### src/rtl/ps2_pkg.sv
// ps2_pkg: shared PS/2 set-2 scan-code constants and prefix FSM encoding
package ps2_pkg;
  localparam logic [7:0] PFX_EXT   = 8'hE0;
  localparam logic [7:0] PFX_BRK   = 8'hF0;
  localparam logic [7:0] KEY_ENTER = 8'h5A;
  localparam logic [7:0] KEY_ESC   = 8'h76;
  localparam logic [7:0] KEY_BKSP  = 8'h66;
  localparam logic [9:0][7:0] MAIN_CODES = {8'h46, 8'h3E, 8'h3D, 8'h36, 8'h2E, 8'h25, 8'h26, 8'h1E, 8'h16, 8'h45};
  localparam logic [9:0][7:0] PAD_CODES  = {8'h7D, 8'h75, 8'h6C, 8'h74, 8'h73, 8'h6B, 8'h7A, 8'h72, 8'h69, 8'h70};
  typedef enum logic [1:0] {IDLE, EXT, BRK} state_t;
endpackage

### src/rtl/ps2_scan_decode.sv
// ps2_scan_decode: combinational make-code to decimal digit decoder
module ps2_scan_decode
  import ps2_pkg::*;
(
  input  logic [7:0] code,
  input  logic       ext,
  input  logic       numpad_en,
  output logic       is_digit,
  output logic [3:0] digit
);
  always_comb begin
    is_digit = 1'b0;
    digit    = 4'd0;
    for (int i = 0; i < 10; i++)
      if (!ext && (code == MAIN_CODES[i] || (numpad_en && code == PAD_CODES[i]))) begin
        is_digit = 1'b1;
        digit    = 4'(i);
      end
  end
endmodule

### src/rtl/ps2_digit_entry.sv
// ps2_digit_entry: PS/2 keyboard decimal digit entry buffer with backspace, escape and enter
module ps2_digit_entry
  import ps2_pkg::*;
#(
  parameter int NUM_DIGITS = 4,
  parameter bit NUMPAD_EN  = 1
) (
  input  logic                    clk,
  input  logic                    rst_n,
  input  logic [7:0]              scan_code,
  input  logic                    scan_valid,
  output logic [4*NUM_DIGITS-1:0] digits_bcd,
  output logic [3:0]              digit_count,
  output logic [4*NUM_DIGITS-1:0] entry_value,
  output logic                    entry_valid,
  output logic                    key_error
);
  localparam int W = 4 * NUM_DIGITS;
  state_t st, st_n;
  logic is_digit, ext, prefix, is_key, full, ev_n, ke_n;
  logic [3:0] digit, cnt_n;
  logic [W-1:0] buf_n, ent_n;
  assign ext    = st == EXT;
  assign prefix = (st == IDLE && scan_code == PFX_EXT) || (st != BRK && scan_code == PFX_BRK);
  assign is_key = scan_valid && st != BRK && !prefix;
  assign full   = digit_count >= 4'(NUM_DIGITS);
  ps2_scan_decode u_dec (
    .code      (scan_code),
    .ext       (ext),
    .numpad_en (NUMPAD_EN),
    .is_digit  (is_digit),
    .digit     (digit)
  );
  always_ff @(posedge clk or negedge rst_n)
    if (!rst_n) begin
      st          <= IDLE;
      digits_bcd  <= '0;
      digit_count <= '0;
      entry_value <= '0;
      entry_valid <= 1'b0;
      key_error   <= 1'b0;
    end else begin
      st          <= st_n;
      digits_bcd  <= buf_n;
      digit_count <= cnt_n;
      entry_value <= ent_n;
      entry_valid <= ev_n;
      key_error   <= ke_n;
    end
  always_comb begin
    st_n  = !scan_valid ? st :
            st == BRK ? IDLE :
            scan_code == PFX_BRK ? BRK :
            (st == IDLE && scan_code == PFX_EXT) ? EXT : IDLE;
    buf_n = digits_bcd;
    cnt_n = digit_count;
    ent_n = entry_value;
    ev_n  = 1'b0;
    ke_n  = 1'b0;
    if (is_key) begin
      if (is_digit) begin
        ke_n  = full;
        buf_n = full ? digits_bcd : (digits_bcd << 4) | W'(digit);
        cnt_n = full ? digit_count : digit_count + 4'd1;
      end else if (!ext && scan_code == KEY_BKSP) begin
        buf_n = digits_bcd >> 4;
        cnt_n = digit_count == 4'd0 ? digit_count : digit_count - 4'd1;
      end else if (!ext && scan_code == KEY_ESC) begin
        buf_n = '0;
        cnt_n = '0;
      end else if (scan_code == KEY_ENTER) begin
        ke_n = digit_count == 4'd0;
        ev_n = digit_count != 4'd0;
        if (digit_count != 4'd0) begin
          ent_n = digits_bcd;
          buf_n = '0;
          cnt_n = '0;
        end
      end
    end
  end
endmodule
### config.mk
export PLATFORM = sky130hd
export DESIGN_NAME = ps2_digit_entry
export DESIGN_NICKNAME = d
export VERILOG_FILES = /design/src/rtl/ps2_pkg.sv /design/src/rtl/ps2_scan_decode.sv /design/src/rtl/ps2_digit_entry.sv
export SDC_FILE = /design/constraint.sdc
export NUM_CORES = 1
export LEC_CHECK = 0
export BUFFER_PORTS_ARGS = -buffer_cell sky130_fd_sc_hd__clkbuf_2
export CORE_MARGIN = 2
export CORE_UTILIZATION = 36
export CTS_CLUSTER_DIAMETER = 150
export DETAILED_ROUTE_END_ITERATION = 10
export PLACE_DENSITY = 0.56
export SYNTH_ARGS = -nofsm -noshare
export SYNTH_HDL_FRONTEND = slang
export SYNTH_SLANG_ARGS = --single-unit
### constraint.sdc
create_clock -name clk -period 3.2 [get_ports clk]
set_input_delay 0.32 -clock clk [delete_from_list [all_inputs] [get_ports clk]]
set_output_delay 0.32 -clock clk [all_outputs]
set_load 0.1 [all_outputs]
==> impl_metrics.env <==
export IMPL_outcome="finished clean"
export IMPL_skew_ns=0.00782
export IMPL_critPathKind="register to register"
export IMPL_power_density_nw_per_um2=384
export IMPL_slew_violations=0
export IMPL_crit_fanout=16
export IMPL_root_buffer="clkbuf_8"
export IMPL_crit_family="simple AND/OR/NAND/NOR gates"
export IMPL_die_w_microns=84.9
export IMPL_clkPwrFrac_pct=30.0
export IMPL_tightest_slew_ns=1.00
export IMPL_core_area_sq_um=6350
export IMPL_crit_chain="and2b_1 -> nor3_2 -> a221o_1 -> nor3_4 -> nand3_2 -> a22o_1 -> mux2_1"
export IMPL_syn_inst=235
export IMPL_grt_antenna_before_repair=0
export IMPL_ys_seq_area_share_pct=42.4
export IMPL_drcViolationCount=0
export IMPL_dieArea_sq_um=7210
export IMPL_cts_setup_buffers=0
export IMPL_drt_iter0_markers=63
export IMPL_holdBufCountCts=0
export IMPL_cpPeakStageDelay_ns=0.40
export IMPL_timing_max_cap_violations=0
export IMPL_vdd_ir_drop_worst_mv=0.226
export IMPL_dpl_hpwl_mm=3.94
export IMPL_async_reset_ff_share_pct=100
export IMPL_critPathBufInv=0
export IMPL_multi_input_area_sq_um=1210
export IMPL_rsz0062_at_grt="no"
export IMPL_finalCritPeriodShare_pct=86.2
export IMPL_diodes=0
export IMPL_wl_per_cell_microns=15.9
export IMPL_vias_per_cell=5.60
export IMPL_grt_max_degree=41
export IMPL_holdWs_ns=0.189
export IMPL_cp_required_ns=3.36
export IMPL_clk_path_buf_depth=2
export IMPL_num_rows=29
export IMPL_relSlewSlack_pct=33.2
export IMPL_grt_overflow=0
export IMPL_drive_gt1_share_pct=31.0
export IMPL_synth_edf_count=0
export IMPL_start_util_pct=37.1
export IMPL_gp_congestion=0.890
export IMPL_p_comb_share_pct=18.7
export IMPL_cts_tree="built"
export IMPL_critPathSlowestCell="dfrtp_1"
export IMPL_yosysWarnings=0
export IMPL_worstPathArrival_ns=2.92
export IMPL_die_height_microns=84.9
export IMPL_synthTopCellsByArea="dfrtp_1 (42%), mux2_2 (7.2%), nand2_1 (3.8%)"
export IMPL_fillerInstances=639
export IMPL_final_hold_viol_count=0
export IMPL_swShare_pct=32.2
export IMPL_ys_flop_type="dfrtp_1"
export IMPL_syn2layout_area_growth_pct=14.1
export IMPL_cts_max_level=2
export IMPL_num_vias=1981
export IMPL_routed_wl_mm=5.64
export IMPL_clock_fmax_mhz=362
export IMPL_first_global_vias=1909
export IMPL_regArea_sq_um=1000
export IMPL_setup_tns_ns=0
export IMPL_synth_area_sq_um=2360
export IMPL_fin_crit_ns=2.76
export IMPL_first_pass_iters=5
export IMPL_cts_buffers=5
export IMPL_hold_path_class="input port to asynchronous set/reset pin"
export IMPL_synth_distinct_cells=57
export IMPL_seq_power_share_pct=51.3
export IMPL_synth_top_cell_by_area="dfrtp_1"
export IMPL_synth_top_area_share_pct=42.4
export IMPL_avgSynthCellArea_sq_um=10.0
export IMPL_ioPinCount=49
export IMPL_cts_reportedPaths_clkPinSlew_ns=0.07
export IMPL_p_switching_mw=0.332
export IMPL_clk_latency_ns=0.29
export IMPL_synth_seq_cells=40
export IMPL_setup_viol=0
export IMPL_io_buffers=48
export IMPL_ctsResizeCount=0
export IMPL_ant_nets=0
export IMPL_grt_pass1_wl_mm=9.38
export IMPL_critPathLaunchType="register"
export IMPL_grt_use_total_pct=15.9
export IMPL_clkSinkCount=40
export IMPL_leakagePower_nw=1.29
export IMPL_cp_end_kind="register"
export IMPL_synth_nets=248
export IMPL_nNetsFinal=290
export IMPL_p_int_mw=0.701
==> worst paths after layout <==
kind | cells after the start | from | endpoint | slack, ns
setup / recovery | 7 | st[1] | digits_bcd[4] | 0.44
hold / removal | 1 | rst_n | entry_value[13] | 0.19
setup reg to reg | 7 | st[1] | digits_bcd[4] | 0.44
hold reg to reg | 2 | entry_value[15] | entry_value[15] | 0.49
max in group asynchronous | 1 | rst_n | digits_bcd[7] | 2.39
min in group clk | 2 | scan_valid | st[1] | 0.28
==> synthesized netlist by cell type (3+ instances only) <==
cell type  instances
mux2_1             5
nand2b_1           3
nand3_1            8
inv_1             12
o21ai_0            8
a31oi_1            5
clkbuf_1           6
nand2_1           24
or3_1              4
nor3_1             3
a21oi_1           10
buf_2              6
mux2i_1            5
dfrtp_1           40
nand4_1            5
nor4b_1            4
nor2_1            10
mux2_2            15
nor2b_1            4
a22o_1             8
==> flip-flops by register name, summed over array words and instances, names as in the netlist <==
name and cells:
entry_value 16, entry_valid 1, digit_count 4, digits_bcd 16, key_error 1, st 2
==> placed cells by master, fill, tap and decap left out, types with 2 or more instances in the layout <==
master and n:
a211oi_1 2, a211oi_2 2, a21oi_1 10, a21oi_2 2, a22o_1 8, a22oi_1 2
a31oi_1 5, and2_1 2, and3_1 2, and4_1 2, buf_4 3, clkbuf_2 48
clkbuf_8 5, dfrtp_1 40, ha_1 2, inv_1 12, mux2_1 5, mux2_2 15
mux2i_1 5, nand2_1 24, nand2b_1 3, nand3_1 8, nand3b_1 2, nand4_1 5
nor2_1 10, nor2b_1 4, nor3_1 3, nor4_1 2, nor4b_1 4, o21ai_0 8
o21ai_1 2, o2bb2ai_1 2, or3_1 4, or3b_2 2
==> power groups by stage <==
| stage | Clock, mW | Sequential (mW) | Combinational [mW] |
|---|---|---|---|
| CTS | 0.326 | 0.530 | 0.194 |
| floorplan | 0 | 0.631 | 0.0577 |
| global route | 0.344 | 0.532 | 0.206 |
| detailed placement | 0 | 0.540 | 0.193 |
| finish | 0.310 | 0.530 | 0.193 |
| global placement | 0 | 0.539 | 0.193 |
==> kinds of logic (layout without fill, tap and decap cells) <==
family	count (synthesis)	after routing	synth area share (%)
AO/OA/AOI/OAI	53	53	16.3
adder cells (fa/ha/maj)	2	2	1.06
buffers and inverters	28	70	6.31
flip-flops	40	40	42.4
multiplexers	25	25	11.7
AND/OR/NAND/NOR	87	87	22.2
==> metrics by stage <==
stage	std cells	cell area, sq um	worst slack (ns)	power, mW	util [%]
after global placement	347	2610	0.387	0.733	41.2
final	354	2690	0.441	1.03	42.4
after CTS	354	2690	0.467	1.05	42.4
after global routing	354	2690	0.285	1.08	42.4
after detailed placement	347	2610	0.410	0.733	41.2
after floorplan	235	2360	0.517	0.689	-
==> layout make-up <==
class | instances | share of cell area (%)
multi-input combinational | 167 | 44.9
sequential | 40 | 37.2
timing repair buffer | 51 | 9.76
tap | 77 | 3.58
clock buffer | 6 | 2.70
inverter | 12 | 1.67
clock inverter | 1 | 0.186
==> routing by layer <==
metal | part of all wire, % | vias to the layer above | track usage (%)
li1 | - | 942 | -
met1 | 47 | 964 | 22.2
met2 | 45 | 62 | 23.7
met3 | 5.9 | 13 | 3.70
met4 | 2.3 | 0 | 6.64
met5 | 0 | - | 0
(Power assumes the default switching activity.)
